[src/rtl/encoder_pkg.sv]
// Shared definitions for the sequential 8-to-3 encoder: widths, FSM states and helpers.
package encoder_pkg;

  localparam int LINES  = 8;
  localparam int CODE_W = 3;

  typedef enum logic {
    IDLE = 1'b0,
    EMIT = 1'b1
  } state_t;

  // True when exactly one bit of v is set.
  function automatic logic popcount_is_one(input logic [LINES-1:0] v);
    return (v != '0) && ((v & (v - LINES'(1))) == '0);
  endfunction

endpackage

[src/rtl/priority_encoder_8_to_3.sv]
// Combinational priority encoder: index of the highest (or lowest) set line.
module priority_encoder_8_to_3
  import encoder_pkg::*;
#(
  parameter bit HIGH_FIRST = 1'b1
) (
  input  logic [LINES-1:0]  pend,
  output logic [CODE_W-1:0] index,
  output logic              any_set
);

  // Scan so that the winning bit is the last one assigned.
  always_comb begin
    // NOTE: every output gets a default before the loop; a path that leaves a
    // combinational output unassigned would infer a latch.
    index   = '0;
    any_set = (pend != '0);
    if (HIGH_FIRST) begin
      for (int i = 0; i < LINES; i++) begin
        if (pend[i]) index = CODE_W'(i);
      end
    end else begin
      for (int i = LINES - 1; i >= 0; i--) begin
        if (pend[i]) index = CODE_W'(i);
      end
    end
  end

endmodule

[src/rtl/encoder_8_to_3_sequential.sv]
// Sequential 8-to-3 encoder: accepts a line vector, then emits one beat per set
// line in priority order, or a single "none" beat for an all-zero vector.
module encoder_8_to_3_sequential
  import encoder_pkg::*;
#(
  parameter bit HIGH_FIRST = 1'b1
) (
  input  logic              clk,
  input  logic              rst_n,
  input  logic [LINES-1:0]  in_lines,
  input  logic              in_valid,
  output logic              in_ready,
  output logic [CODE_W-1:0] out_code,
  output logic              out_valid,
  input  logic              out_ready,
  output logic              out_last,
  output logic              out_none
);

  state_t             state_q, state_d;
  logic [LINES-1:0]   pend_q, pend_d;
  logic               zero_q, zero_d;
  logic [CODE_W-1:0]  index;
  logic               any_set;
  logic               emit;

  priority_encoder_8_to_3 #(
    .HIGH_FIRST (HIGH_FIRST)
  ) u_prio (
    .pend    (pend_q),
    .index   (index),
    .any_set (any_set)
  );

  // Outputs derive from registered state only, so a stalled beat stays put.
  assign emit      = (state_q == EMIT);
  assign in_ready  = !emit;
  assign out_valid = emit;
  assign out_none  = emit && zero_q;
  assign out_last  = emit && (zero_q || popcount_is_one(pend_q));
  assign out_code  = (emit && any_set) ? index : '0;

  // Next-state logic: accept in IDLE, retire one line per transferred beat in EMIT.
  always_comb begin
    state_d = state_q;
    pend_d  = pend_q;
    zero_d  = zero_q;
    case (state_q)
      IDLE: begin
        if (in_valid) begin
          pend_d  = in_lines;
          zero_d  = (in_lines == '0);
          state_d = EMIT;
        end
      end
      EMIT: begin
        if (out_ready) begin
          if (out_last) begin
            pend_d  = '0;
            zero_d  = 1'b0;
            state_d = IDLE;
          end else begin
            pend_d = pend_q & ~(LINES'(1) << index);
          end
        end
      end
      default: state_d = IDLE;
    endcase
  end

  // State registers; reset drops any vector in flight.
  always_ff @(posedge clk or negedge rst_n) begin
    // NOTE: registers use non-blocking assignments so every flop samples the
    // pre-edge values; blocking here would create order-dependent simulation.
    if (!rst_n) begin
      state_q <= IDLE;
      pend_q  <= '0;
      zero_q  <= 1'b0;
    end else begin
      state_q <= state_d;
      pend_q  <= pend_d;
      zero_q  <= zero_d;
    end
  end

endmodule
[config.mk]
export PLATFORM = sky130hd
export DESIGN_NAME = encoder_8_to_3_sequential
export DESIGN_NICKNAME = d
export VERILOG_FILES = /design/src/rtl/encoder_pkg.sv /design/src/rtl/priority_encoder_8_to_3.sv /design/src/rtl/encoder_8_to_3_sequential.sv
export SDC_FILE = /design/constraint.sdc
export NUM_CORES = 1
export LEC_CHECK = 0
export ABC_AREA = 1
export CORE_MARGIN = 2
export CORE_UTILIZATION = 29
export CTS_CLUSTER_DIAMETER = 50
export DETAILED_ROUTE_END_ITERATION = 6
export PLACE_DENSITY = 0.6
export SYNTH_ARGS = -nofsm -noshare
export SYNTH_HDL_FRONTEND = slang
export SYNTH_HIERARCHICAL = 1
export SYNTH_SLANG_ARGS = --single-unit
[constraint.sdc]
create_clock -name clk -period 1.4 [get_ports clk]
set_input_delay 0.35 -clock clk [delete_from_list [all_inputs] [get_ports clk]]
set_output_delay 0.35 -clock clk [all_outputs]
set_load 0.05 [all_outputs]
# After elaboration in Yosys (flattened, before gate mapping)
# Index checks and enable logic that the tools add are counted.
[word_totals]
register_bits = 10
in_bits = 12
out_inout_bits = 7
word_cells = 43
[op_classes]
add_sub_neg = 1
n_eq_ne = 3
n_shift = 1
mux = 20
n_bitwise = 4
reduce_logical = 11
[op_table]
columns = ["cell", "n"]
rows = [
  ["2-to-1 mux 8 bit", 3],
  ["bitwise AND 8 bit", 2],
  ["logical NOT 8 bit", 2],
  ["case mux 8 bit (2 select lines)", 1],
  ["2-to-1 mux 3 bit", 5],
  ["inverter 8 bit", 1],
  ["nonzero test 8 bit", 1],
  ["<< shifter 1 x 3 -> 8 bit (first input constant)", 1],
  ["subtractor 8 x 1 -> 8 bit (second input constant)", 1],
  ["2-to-1 mux 1 bit", 7],
  ["inequality test 2 bit (second input constant)", 3],
  ["logical AND 1 bit", 4],
  ["2-to-1 mux 2 bit", 2],
  ["case mux 1 bit (2 select lines)", 2],
  ["AND reduction 3 bit", 1],
  ["AND reduction 2 bit", 1],
  ["logical NOT 1 bit", 1],
  ["logical OR 1 bit", 1],
  ["inverter 1 bit", 1],
]

# Depth between registers and ports, before layout
# Gate-level depths: netlist of run 1.
[depth]
ltp_word = 13
ltp_mapped = 13

# By module
# Netlist of run 1, hierarchy kept.
[modules_own_cells]
columns = ["mod", "instances", "cells_each", "area_per_inst_um2", "seq_area_each_um2"]
rows = [
  ["encoder_8_to_3_sequential", 1, 117, 721.9, 250.2],
  ["priority_encoder_8_to_3", 1, 20, 77.6, 0.0],
]

# Worst setup path after synthesis of run 1
# Ideal clock, no wire load.
[synth_path]
kind = "flip-flop to output port"
from = "reg state_q, in the netlist out_valid"
to = "out out_code[0]"
arrival_time_ns = 1.781
path_slack_ns = -0.731
path_stages_with_launch = 5
cell_sequence = "dfrtp_1 > buf_4 > buf_2 > nand2_1 > nor2_1"
[synth_via]
elab_chain_len = 2
[synth_rtl]
columns = ["element", "line_no", "text"]
rows = [
  ["start, declared", "encoder_8_to_3_sequential.sv:20", "state_t state_q, state_d;"],
  ["start signal, assigned", "encoder_8_to_3_sequential.sv:80", "state_q <= state_d;"],
  ["logical AND 1 bit", "encoder_8_to_3_sequential.sv:41", "assign out_code = (emit && any_set) ? index : '0;"],
  ["2-to-1 mux 3 bit", "encoder_8_to_3_sequential.sv:41", ""],
  ["end, declared", "encoder_8_to_3_sequential.sv:13", "output logic [CODE_W-1:0] out_code,"],
]
# Every way passes these cells.

# Final worst setup path of run 1
[layout_path]
from = "reg pend_q[4]"
to = "out out_last"
[layout_via]
elab_chain_len = 6
[layout_rtl]
columns = ["element", "line_no", "text"]
rows = [
  ["start, declared", "encoder_8_to_3_sequential.sv:21", "logic [LINES-1:0] pend_q, pend_d;"],
  ["start signal, assigned", "encoder_8_to_3_sequential.sv:81", "pend_q <= pend_d;"],
  ["subtractor 8 x 1 -> 8 bit", "encoder_pkg.sv:14", "return (v != '0) && ((v & (v - LINES'(1))) == '0);"],
  ["bitwise AND 8 bit", "encoder_pkg.sv:14", ""],
  ["logical NOT 8 bit", "encoder_pkg.sv:14", ""],
  ["logical AND 1 bit (*)", "encoder_pkg.sv:14", ""],
  ["logical OR 1 bit (*)", "encoder_8_to_3_sequential.sv:40", "assign out_last = emit && (zero_q || popcount_is_one(pend_q));"],
  ["logical AND 1 bit (*)", "encoder_8_to_3_sequential.sv:40", ""],
  ["end, declared", "encoder_8_to_3_sequential.sv:16", "output logic out_last,"],
]
# Every way passes the cells marked *; elsewhere a longest branch is shown, timed or not.

==> tab_implementation.tex, run 1 <==
\begin{tabular}{lr}
\hline
Metric & Value \\
\hline
\multicolumn{2}{l}{\textbf{Routing}} \\
\quad Routed Antenna Nets & 0 \\
\quad Total length of routed wires & about 2700 um \\
\quad Average via count per standard cell & about 4.8 \\
\quad First-pass iteration count of the detailed router & 6 \\
\quad Via total after detailed routing & around 1000 \\
\quad WL per Instance & 12.4 um \\
\quad \# DRC & 0 \\
\quad Detailed Route Iter0 Violations & 33 \\
\multicolumn{2}{l}{\textbf{Logic synthesis}} \\
\quad Main area contributors after synthesis & sky130\_fd\_sc\_hd\_\_dfrtp\_1, sky130\_fd\_sc\_hd\_\_nand2\_1, sky130\_fd\_sc\_hd\_\_o21ai\_0 \\
\quad Mapped Cells & 137 \\
\quad Mapped Nets & around 150 \\
\quad Mapped Area & approximately 800 um\^{}2 \\
\quad Number of different library cells in the post-synthesis netlist & 17 \\
\quad Top-area cell type share of the netlist area & 0.313 \\
\quad Leading area contributor after synthesis & sky130\_fd\_sc\_hd\_\_dfrtp\_1 \\
\quad Per-instance average area after synthesis & 5.84 um\^{}2 \\
\quad Portion of the post-synthesis area used by sequential elements & 0.313 \\
\quad Count of yosys warnings during synthesis & 6 \\
\quad Post-synthesis register bit count & 10 \\
\multicolumn{2}{l}{\textbf{Critical path}} \\
\quad Crit path launch & pend\_q[4] \\
\quad Worst path required time & around 1100 ps \\
\quad Category of the most critical setup path & flip-flop to output pin \\
\quad Max FO, Critical Path & 5 \\
\quad Critical path, cell by cell & nor2\_2 -> nand3\_2 -> nor2\_2 -> nor2\_1 -> nand2\_1 -> nand2\_2 -> nand2\_4 -> clkinvlp\_4 -> buf\_12 \\
\quad Slowest Stage Delay on Critical Path & 430 ps \\
\quad Slowest cell on the critical path & sky130\_fd\_sc\_hd\_\_dfrtp\_1 \\
\quad Most Frequent Cell on Critical Path & sky130\_fd\_sc\_hd\_\_nor2\_2 \\
\quad Setup crit end kind & output pin \\
\quad Origin of the critical flop-to-flop path & pend\_q[4] \\
\quad Number of buffers and inverters on the critical path & 2 \\
\quad Worst-case register-to-register setup slack & -330 ps \\
\quad Top delay family on crit path & simple AND/OR/NAND/NOR gates \\
\quad Data arrival time of the critical path & $\sim$1600 ps \\
\quad Nature of the critical path startpoint & flip-flop \\
\multicolumn{2}{l}{\textbf{GRT}} \\
\quad Via count of the first global-routing pass & 961 \\
\quad Wire length of the first global-routing pass & between 4000 and 5000 um \\
\quad Total gr overflow & 0 \\
\quad Maximum number of pins on one net before global-route repair & 14 \\
\quad Global-route total usage across every layer & 0.167 \\
\quad Initial antenna violation count & 0 \\
\multicolumn{2}{l}{\textbf{Final layout}} \\
\quad Fraction of layout cells with a size suffix above 1 & 0.449 \\
\quad Antenna Cells & 0 \\
\quad Synthesis-to-layout area growth & 85.1\% \\
\quad Final instance area & 1480 um\^{}2 \\
\quad Filler cell count in the final layout & between 200 and 300 \\
\quad Fin nets & 200 \\
\multicolumn{2}{l}{\textbf{Timing}} \\
\quad Achievable Freq & 510 MHz \\
\quad RSZ-0062 raised after global routing & true \\
\quad Measured slew at the worst slew-check pin & $\sim$510 ps \\
\quad Crit path time final & 1960 ps \\
\quad Final max-slew violation count & 0 \\
\quad Relative slew margins & 0.661 \\
\quad PnR worst setup slack & -562 ps \\
\quad Setup violation total in the final timing report & 16 \\
\quad Final TNS setup & -4500 ps \\
\quad Maximum clock skew at final layout & around 3.4 ps \\
\quad Final number of hold-violating endpoints & 0 \\
\quad Share of the clock period used by the worst path after layout & 1.40 \\
\multicolumn{2}{l}{\textbf{Worst hold path}} \\
\quad Worst hold path type & input port to asynchronous set/reset pin \\
\multicolumn{2}{l}{\textbf{Clock network}} \\
\quad Cts bufs inserted & 3 \\
\quad Sink count of the clock tree & 10 \\
\quad Clk buf depth & 2 \\
\quad \# hold bufs at CTS & 0 \\
\quad Insertion delay to the later sink of the worst-skew pair & between 200 and 300 ps \\
\quad Buffer type at the clock tree root & sky130\_fd\_sc\_hd\_\_clkbuf\_4 \\
\quad Clock-pin slew of the registers on the worst-case setup and hold paths & $\sim$70 ps \\
\quad Number of H-tree levels & 1 \\
\quad CTS tree & yes \\
\multicolumn{2}{l}{\textbf{Run status}} \\
\quad Failing checks & setup timing \\
\quad Status & finished with violations \\
\multicolumn{2}{l}{\textbf{Floorplan}} \\
\quad Area of the die & about 3200 um\^{}2 \\
\quad Io pins & 19 \\
\quad Height of the die & around 57 um \\
\quad FP Rows & 19 \\
\quad Starting utilization of the core area & 0.298 \\
\quad Core Area & around 2700 um\^{}2 \\
\quad X dimension of the die & around 57 um \\
\multicolumn{2}{l}{\textbf{Place}} \\
\quad Final RePlAce weighted congestion & about 0.9 \\
\quad Placed standard-cell area & 1240 um\^{}2 \\
\quad Worst slack at placement & -275 ps \\
\quad Port bufs & 18 \\
\quad Half-perimeter wire length after placement & $\sim$1900 um \\
\multicolumn{2}{l}{\textbf{Job}} \\
\quad Number of max-cap violations & 0 \\
\hline
\end{tabular}
==> routing by layer <==
layer / global-route usage / part of all wire / vias to the layer above
met2: 0.299 / 0.52 / 28
met5: 0 / 0 / -
li1: - / - / 531
met3: 0.0230 / 0.047 / 5
met4: 0.0544 / 0.013 / 0
met1: 0.203 / 0.42 / 477
==> repair_timing <==
item | CTS | global route
pin swaps | 4 | 7
endpoints found under the setup margin | 14 | 16
buffers inserted | 8 | 6
resized for setup | 20 | 23
==> cell type report <==
type	instances	area [um^2]	share of cell area
Timing Repair Buffer	48	470	0.318
Tap cell	31	38.8	0.0262
Clock buffer	4	26.3	0.0178
Multi-Input combinational cell	104	602	0.407
Sequential cell	10	254	0.172
Inverter	21	88.8	0.0600
==> worst reg2reg max path: stages (launching register included) <==
cell                      delay, ps
sky130_fd_sc_hd__dfrtp_1        430
sky130_fd_sc_hd__buf_4          150
sky130_fd_sc_hd__buf_4          140
sky130_fd_sc_hd__nor2_4         160
sky130_fd_sc_hd__nand2_2         80
sky130_fd_sc_hd__nand2_2         70
sky130_fd_sc_hd__buf_4          110
sky130_fd_sc_hd__buf_4          110
sky130_fd_sc_hd__nand2_2         70
sky130_fd_sc_hd__o21ai_2        130
sky130_fd_sc_hd__a21oi_2         70
sky130_fd_sc_hd__nand2_1         60
sky130_fd_sc_hd__nand2_1         50
==> flip-flops by register name (all words and copies together) (netlist names) <==
| name | count |
|---|---|
| out_valid | 1 |
| pend_q | 8 |
| zero_q | 1 |
==> cells in the mapped netlist (all sizes together) <==
cell and number:
nand2 54, inv 21, o21ai 18, nor2 16, dfrtp 10, a21oi 9
buf 2, nand3 2, nor3 2, a31o 1, nand3b 1, nor4 1
==> worst paths after layout <==
| kind | to | depth (start not counted) |
|---|---|---|
| worst max-delay path | out_last | 9 |
| worst min-delay path | pend_q[4] | 1 |
| worst max register to register | pend_q[6] | 12 |
| worst min register to register | pend_q[6] | 3 |
| max in group asynchronous | pend_q[1] | 1 |
| min in group clk | pend_q[6] | 3 |
==> logic make-up (layout without fill, tap and decap cells) <==
family                 Yosys count  count (layout)  share of synthesized area
AND/OR/NAND/NOR                 76              76                      0.393
AO/OA/AOI/OAI                   28              28                      0.180
buffers and inverters           23              73                      0.114
flip-flops                      10              10                      0.313
==> stage by stage <==
stage / util / instances / hold WS (ps)
floorplan: - / 137 / 54.4
global placement: 0.460 / 200 / 569
detailed placement: 0.460 / 200 / 582
CTS: 0.506 / 212 / 423
global route: 0.551 / 218 / 442
finish: 0.551 / 218 / 416
==> layout by cell type (no fill, tap or decap), drive strengths merged <==
cell and instances:
inv 19, buf 37, clkinvlp 2, clkdlybuf4s50 11, nand3b 1, a21oi 9
nand2 54, nor4 1, nand3 2, a31o 1, o21ai 18, clkbuf 4
dfrtp 10, nor2 16, nor3 2
Power of run 1 is not shown: default switching activity piles up to over one toggle a cycle in this logic, so the estimate is an artifact.
==> run 2, diff against run 1 <==
--- a/config.mk
+++ b/config.mk
@@ -13,5 +13,4 @@
 export PLACE_DENSITY = 0.6
 export SYNTH_ARGS = -nofsm -noshare
 export SYNTH_HDL_FRONTEND = slang
-export SYNTH_HIERARCHICAL = 1
 export SYNTH_SLANG_ARGS = --single-unit
==> run 2 against run 1 <==
Cell count is 4.1% lower; die area is 2.2% higher; the run still ends with setup timing left; area after synthesis is 2.3% higher; maximum frequency is 0.40% lower; sequential cell count stayed put; non-clock buffer count is 8 higher; clock skew is 0.99 ps higher; critical path depth is 1 lower; largest cell class is now buffers.
==> tab_implementation.tex, run 2 <==
\begin{tabular}{lr}
\hline
Metric & Value \\
\hline
\multicolumn{2}{l}{\textbf{Run status}} \\
\quad Status & finished with violations \\
\quad Failing checks & setup timing \\
\multicolumn{2}{l}{\textbf{Place}} \\
\quad Placed standard-cell area & 1320 um\^{}2 (+6.4\%) \\
\quad Port bufs & 18 (unchanged) \\
\quad Placed insts & 191 (-4.5\%) \\
\quad Half-perimeter wire length after placement & 2020 um (+6.7\%) \\
\quad Final RePlAce weighted congestion & 0.893 (+1.8\%) \\
\multicolumn{2}{l}{\textbf{Timing}} \\
\quad Achievable Freq & 508 MHz (-0.40\%) \\
\quad Share of the clock period used by the worst path after layout & 1.41 (+0.00563) \\
\quad Setup violation total in the final timing report & 14 (-2) \\
\quad Measured slew at the worst slew-check pin & 311 ps (-195 ps) \\
\quad PnR worst setup slack & -570 ps (-7.88 ps) \\
\quad Crit path time final & 1970 ps (+7.88 ps) \\
\quad Relative slew margins & 0.791 (+0.130) \\
\quad Final number of hold-violating endpoints & 0 (unchanged) \\
\quad RSZ-0062 raised after global routing & true \\
\quad Final max-slew violation count & 0 (unchanged) \\
\quad Worst hold margin & 268 ps (-148 ps) \\
\quad Maximum clock skew at final layout & 4.41 ps (+0.991 ps) \\
\multicolumn{2}{l}{\textbf{Critical path}} \\
\quad Setup crit end kind & output pin \\
\quad Data arrival time of the critical path & 1620 ps (about the same) \\
\quad Number of buffers and inverters on the critical path & 2 (unchanged) \\
\quad Slowest Stage Delay on Critical Path & 450 ps (+20 ps) \\
\quad Worst path required time & 1050 ps (about the same) \\
\quad Max FO, Critical Path & 4 (-1) \\
\quad Most Frequent Cell on Critical Path & sky130\_fd\_sc\_hd\_\_nand2\_4 \\
\quad Critical path, cell by cell & inv\_2 -> nand2\_4 -> a21oi\_2 -> nand2\_2 -> nor2\_4 -> nand2\_4 -> a21oi\_4 -> buf\_12 \\
\quad Slowest cell on the critical path & sky130\_fd\_sc\_hd\_\_dfrtp\_2 \\
\quad Top delay family on crit path & flip-flops \\
\quad Nature of the critical path startpoint & flip-flop \\
\quad Category of the most critical setup path & flip-flop to output pin \\
\multicolumn{2}{l}{\textbf{Routing}} \\
\quad Highest metal used & met4 \\
\quad \# DRC & 0 (unchanged) \\
\quad Total length of routed met2 wires & 1450 um (+2.7\%) \\
\quad Routed Antenna Nets & 0 (unchanged) \\
\quad Average via count per standard cell & 4.96 (+3.8\%) \\
\quad Total length of routed wires & 2700 um (-0.59\%) \\
\quad Via total after detailed routing & 1036 (-0.48\%) \\
\quad Detailed Route Iter0 Violations & 15 (-55\%) \\
\quad First-pass iteration count of the detailed router & 5 (-1) \\
\quad Routed metal-1 wire length & 1040 um (-9.1\%) \\
\quad WL per Instance & 12.9 um (+3.7\%) \\
\quad Routed length on met3 & 129 um (+1.6\%) \\
\multicolumn{2}{l}{\textbf{Logic synthesis}} \\
\quad Leading area contributor after synthesis & sky130\_fd\_sc\_hd\_\_dfrtp\_1 \\
\quad Leading cell types by count after synthesis & sky130\_fd\_sc\_hd\_\_nand2\_1, sky130\_fd\_sc\_hd\_\_a21oi\_1, sky130\_fd\_sc\_hd\_\_inv\_1, sky130\_fd\_sc\_hd\_\_nor2\_1, sky130\_fd\_sc\_hd\_\_dfrtp\_1 \\
\quad Prevailing post-synth register cell & sky130\_fd\_sc\_hd\_\_dfrtp\_1 \\
\quad Main area contributors after synthesis & sky130\_fd\_sc\_hd\_\_dfrtp\_1, sky130\_fd\_sc\_hd\_\_nand2\_1, sky130\_fd\_sc\_hd\_\_a21oi\_1 \\
\quad Mapped Nets & 133 (-11\%) \\
\quad Top-area cell type share of the netlist area & 0.306 (-0.00718) \\
\quad Dominant cell by count in the synthesized netlist & sky130\_fd\_sc\_hd\_\_nand2\_1 \\
\quad Portion of the post-synthesis area used by sequential elements & 0.306 (-0.00718) \\
\quad Share of flip-flops with an asynchronous set or reset & 1.00 (unchanged) \\
\quad Post-synthesis register bit count & 10 (unchanged) \\
\quad Mapped Area & 818 um\^{}2 (+2.3\%) \\
\quad Count of yosys warnings during synthesis & 0 (-6) \\
\quad Number of synthesized flops with an enable pin & 0 (unchanged) \\
\quad Per-instance average area after synthesis & 6.76 um\^{}2 (+16\%) \\
\quad Mapped Cells & 121 (-12\%) \\
\quad Number of different library cells in the post-synthesis netlist & 23 (+6) \\
\multicolumn{2}{l}{\textbf{GRT}} \\
\quad Initial antenna violation count & 0 (unchanged) \\
\quad Wire length of the first global-routing pass & 4290 um (+4.4\%) \\
\quad Via count of the first global-routing pass & 1028 (+7.0\%) \\
\quad Total gr overflow & 0 (unchanged) \\
\quad Global-route total usage across every layer & 0.172 (+0.00549) \\
\quad Maximum number of pins on one net before global-route repair & 11 (-3) \\
\multicolumn{2}{l}{\textbf{Clock network}} \\
\quad CTS tree & yes \\
\quad Clock-pin slew of the registers on the worst-case setup and hold paths & 70 ps (about the same) \\
\quad Insertion delay to the later sink of the worst-skew pair & 270 ps (about the same) \\
\quad Cts bufs inserted & 3 (unchanged) \\
\quad Buffer type at the clock tree root & sky130\_fd\_sc\_hd\_\_clkbuf\_4 \\
\quad Clk buf depth & 2 (unchanged) \\
\quad Number of H-tree levels & 1 (unchanged) \\
\quad \# hold bufs at CTS & 0 (unchanged) \\
\quad Sink count of the clock tree & 10 (unchanged) \\
\multicolumn{2}{l}{\textbf{Floorplan}} \\
\quad Height of the die & 57.1 um (+1.1\%) \\
\quad Io pins & 19 (unchanged) \\
\quad FP Rows & 19 (unchanged) \\
\quad X dimension of the die & 57.1 um (+1.1\%) \\
\quad Starting utilization of the core area & 0.302 (+0.00431) \\
\quad Area of the die & 3260 um\^{}2 (+2.2\%) \\
\quad Core Area & 2710 um\^{}2 (+0.88\%) \\
\multicolumn{2}{l}{\textbf{Power and ir drop}} \\
\quad P\_int & slightly below 2 mW \\
\quad Total power after layout & between 3 and 4 mW \\
\quad Share of power burned in registers & 0.152 \\
\quad Worst IR drop on VDD & 1.75 mV \\
\quad Switching power share of the total & 0.460 \\
\quad Net switching power & $\sim$1.7 mW \\
\quad Power density over cell area & 2380 nW/um\^{}2 \\
\quad Leakage power & about 0.74 nW \\
\quad Share of power burned in combinational logic & 0.776 \\
\quad Clock power share & 0.072 \\
\multicolumn{2}{l}{\textbf{Final layout}} \\
\quad Final core utilization & 0.569 (+0.0178) \\
\quad Most common cell after layout, fill and taps aside & sky130\_fd\_sc\_hd\_\_buf\_4 \\
\quad Largest register by flop count & pend\_q \\
\quad Fraction of layout cells with a size suffix above 1 & 0.506 (+0.0564) \\
\quad Antenna Cells & 0 (unchanged) \\
\quad Final instance area & 1540 um\^{}2 (+4.1\%) \\
\quad Cell Count, Final, Fillers Out & 209 (-4.1\%) \\
\quad Synthesis-to-layout area growth & 88.4\% \\
\quad Fin nets & 191 (-4.5\%) \\
\quad Largest register FFs & 8 (unchanged) \\
\quad Filler cell count in the final layout & 254 (-5.2\%) \\
\quad Most frequent cells in the layout & sky130\_fd\_sc\_hd\_\_buf\_4, sky130\_fd\_sc\_hd\_\_nand2\_1, sky130\_fd\_sc\_hd\_\_a21oi\_1, sky130\_fd\_sc\_hd\_\_clkdlybuf4s50\_1 \\
\multicolumn{2}{l}{\textbf{Job}} \\
\quad Number of max-cap violations & 0 (unchanged) \\
\multicolumn{2}{l}{\textbf{Worst hold path}} \\
\quad Worst hold path type & input port to asynchronous set/reset pin \\
\hline
\end{tabular}
## run 2: cell types whose count changed in the layout (fill, tap and decap cells not counted), moves of 4 or more
cell / previous run / this run
sky130_fd_sc_hd__nand2_2: 12 / 8
sky130_fd_sc_hd__buf_6: 2 / 8
sky130_fd_sc_hd__nand2_1: 40 / 20
sky130_fd_sc_hd__o21ai_2: 6 / 1
sky130_fd_sc_hd__nand4_1: 0 / 8
sky130_fd_sc_hd__a21oi_1: 6 / 12
sky130_fd_sc_hd__inv_1: 15 / 10
sky130_fd_sc_hd__o21ai_0: 10 / 2
sky130_fd_sc_hd__nor2_4: 5 / 9
## run 2: cells by family after synthesis
| family | count (synthesis) | synth area share |
|---|---|---|
| AND/OR/NAND/NOR | 66 | 0.411 |
| buffers and inverters | 21 | 0.118 |
| AO/OA/AOI/OAI | 24 | 0.165 |
| flip-flops | 10 | 0.306 |
## run 2: timing repair
action,CTS,global route
setup buffers,5,9
pin swaps,2,11
setup endpoints to repair,14,15
resized for setup,11,19
## run 2: metrics by stage
stage / setup TNS (ps) / setup slack (ps)
finish: -2820 / -570
global route: -4000 / -650
floorplan: -781 / -261
detailed placement: -1350 / -284
CTS: -2520 / -536
global placement: -1160 / -263
## run 2: path summary, 6_finish.rpt
path | slack, ps | from | to | cells past startpoint
max in group asynchronous | 770 | rst_n | pend_q[4] | 2
min in group clk | 610 | pend_q[4] | pend_q[4] | 2
worst max register to register | -170 | pend_q[5] | pend_q[0] | 12
worst min register to register | 610 | pend_q[4] | pend_q[4] | 2
worst min-delay path | 270 | rst_n | zero_q | 1
worst max-delay path | -570 | pend_q[5] | out_last | 8
## run 2: final cells by class
type	instances	area [um^2]	share of cell area
well taps	31	38.8	0.0252
multi-input cells	90	552	0.358
repair buffers	56	586	0.380
inverters	18	73.8	0.0479
flip-flops and latches	10	255	0.166
clock buffers	4	36.3	0.0235
## run 2: power groups by stage
stage | clock [mW] | combinational [mW] | sequential, mW
detailed placement | 0 | 2.38 | 0.516
global route | 0.281 | 3.04 | 0.568
floorplan | 0 | 1.30 | 0.537
global placement | 0 | 2.34 | 0.515
CTS | 0.271 | 2.50 | 0.524
finish | 0.263 | 2.84 | 0.556
## run 2: routing by layer
metal | track usage | vias to the layer above
li1 | - | 514
met5 | 0 | -
met2 | 0.307 | 33
met1 | 0.181 | 480
met3 | 0.0272 | 9
met4 | 0.126 | 0
(Power assumes the default switching activity.)
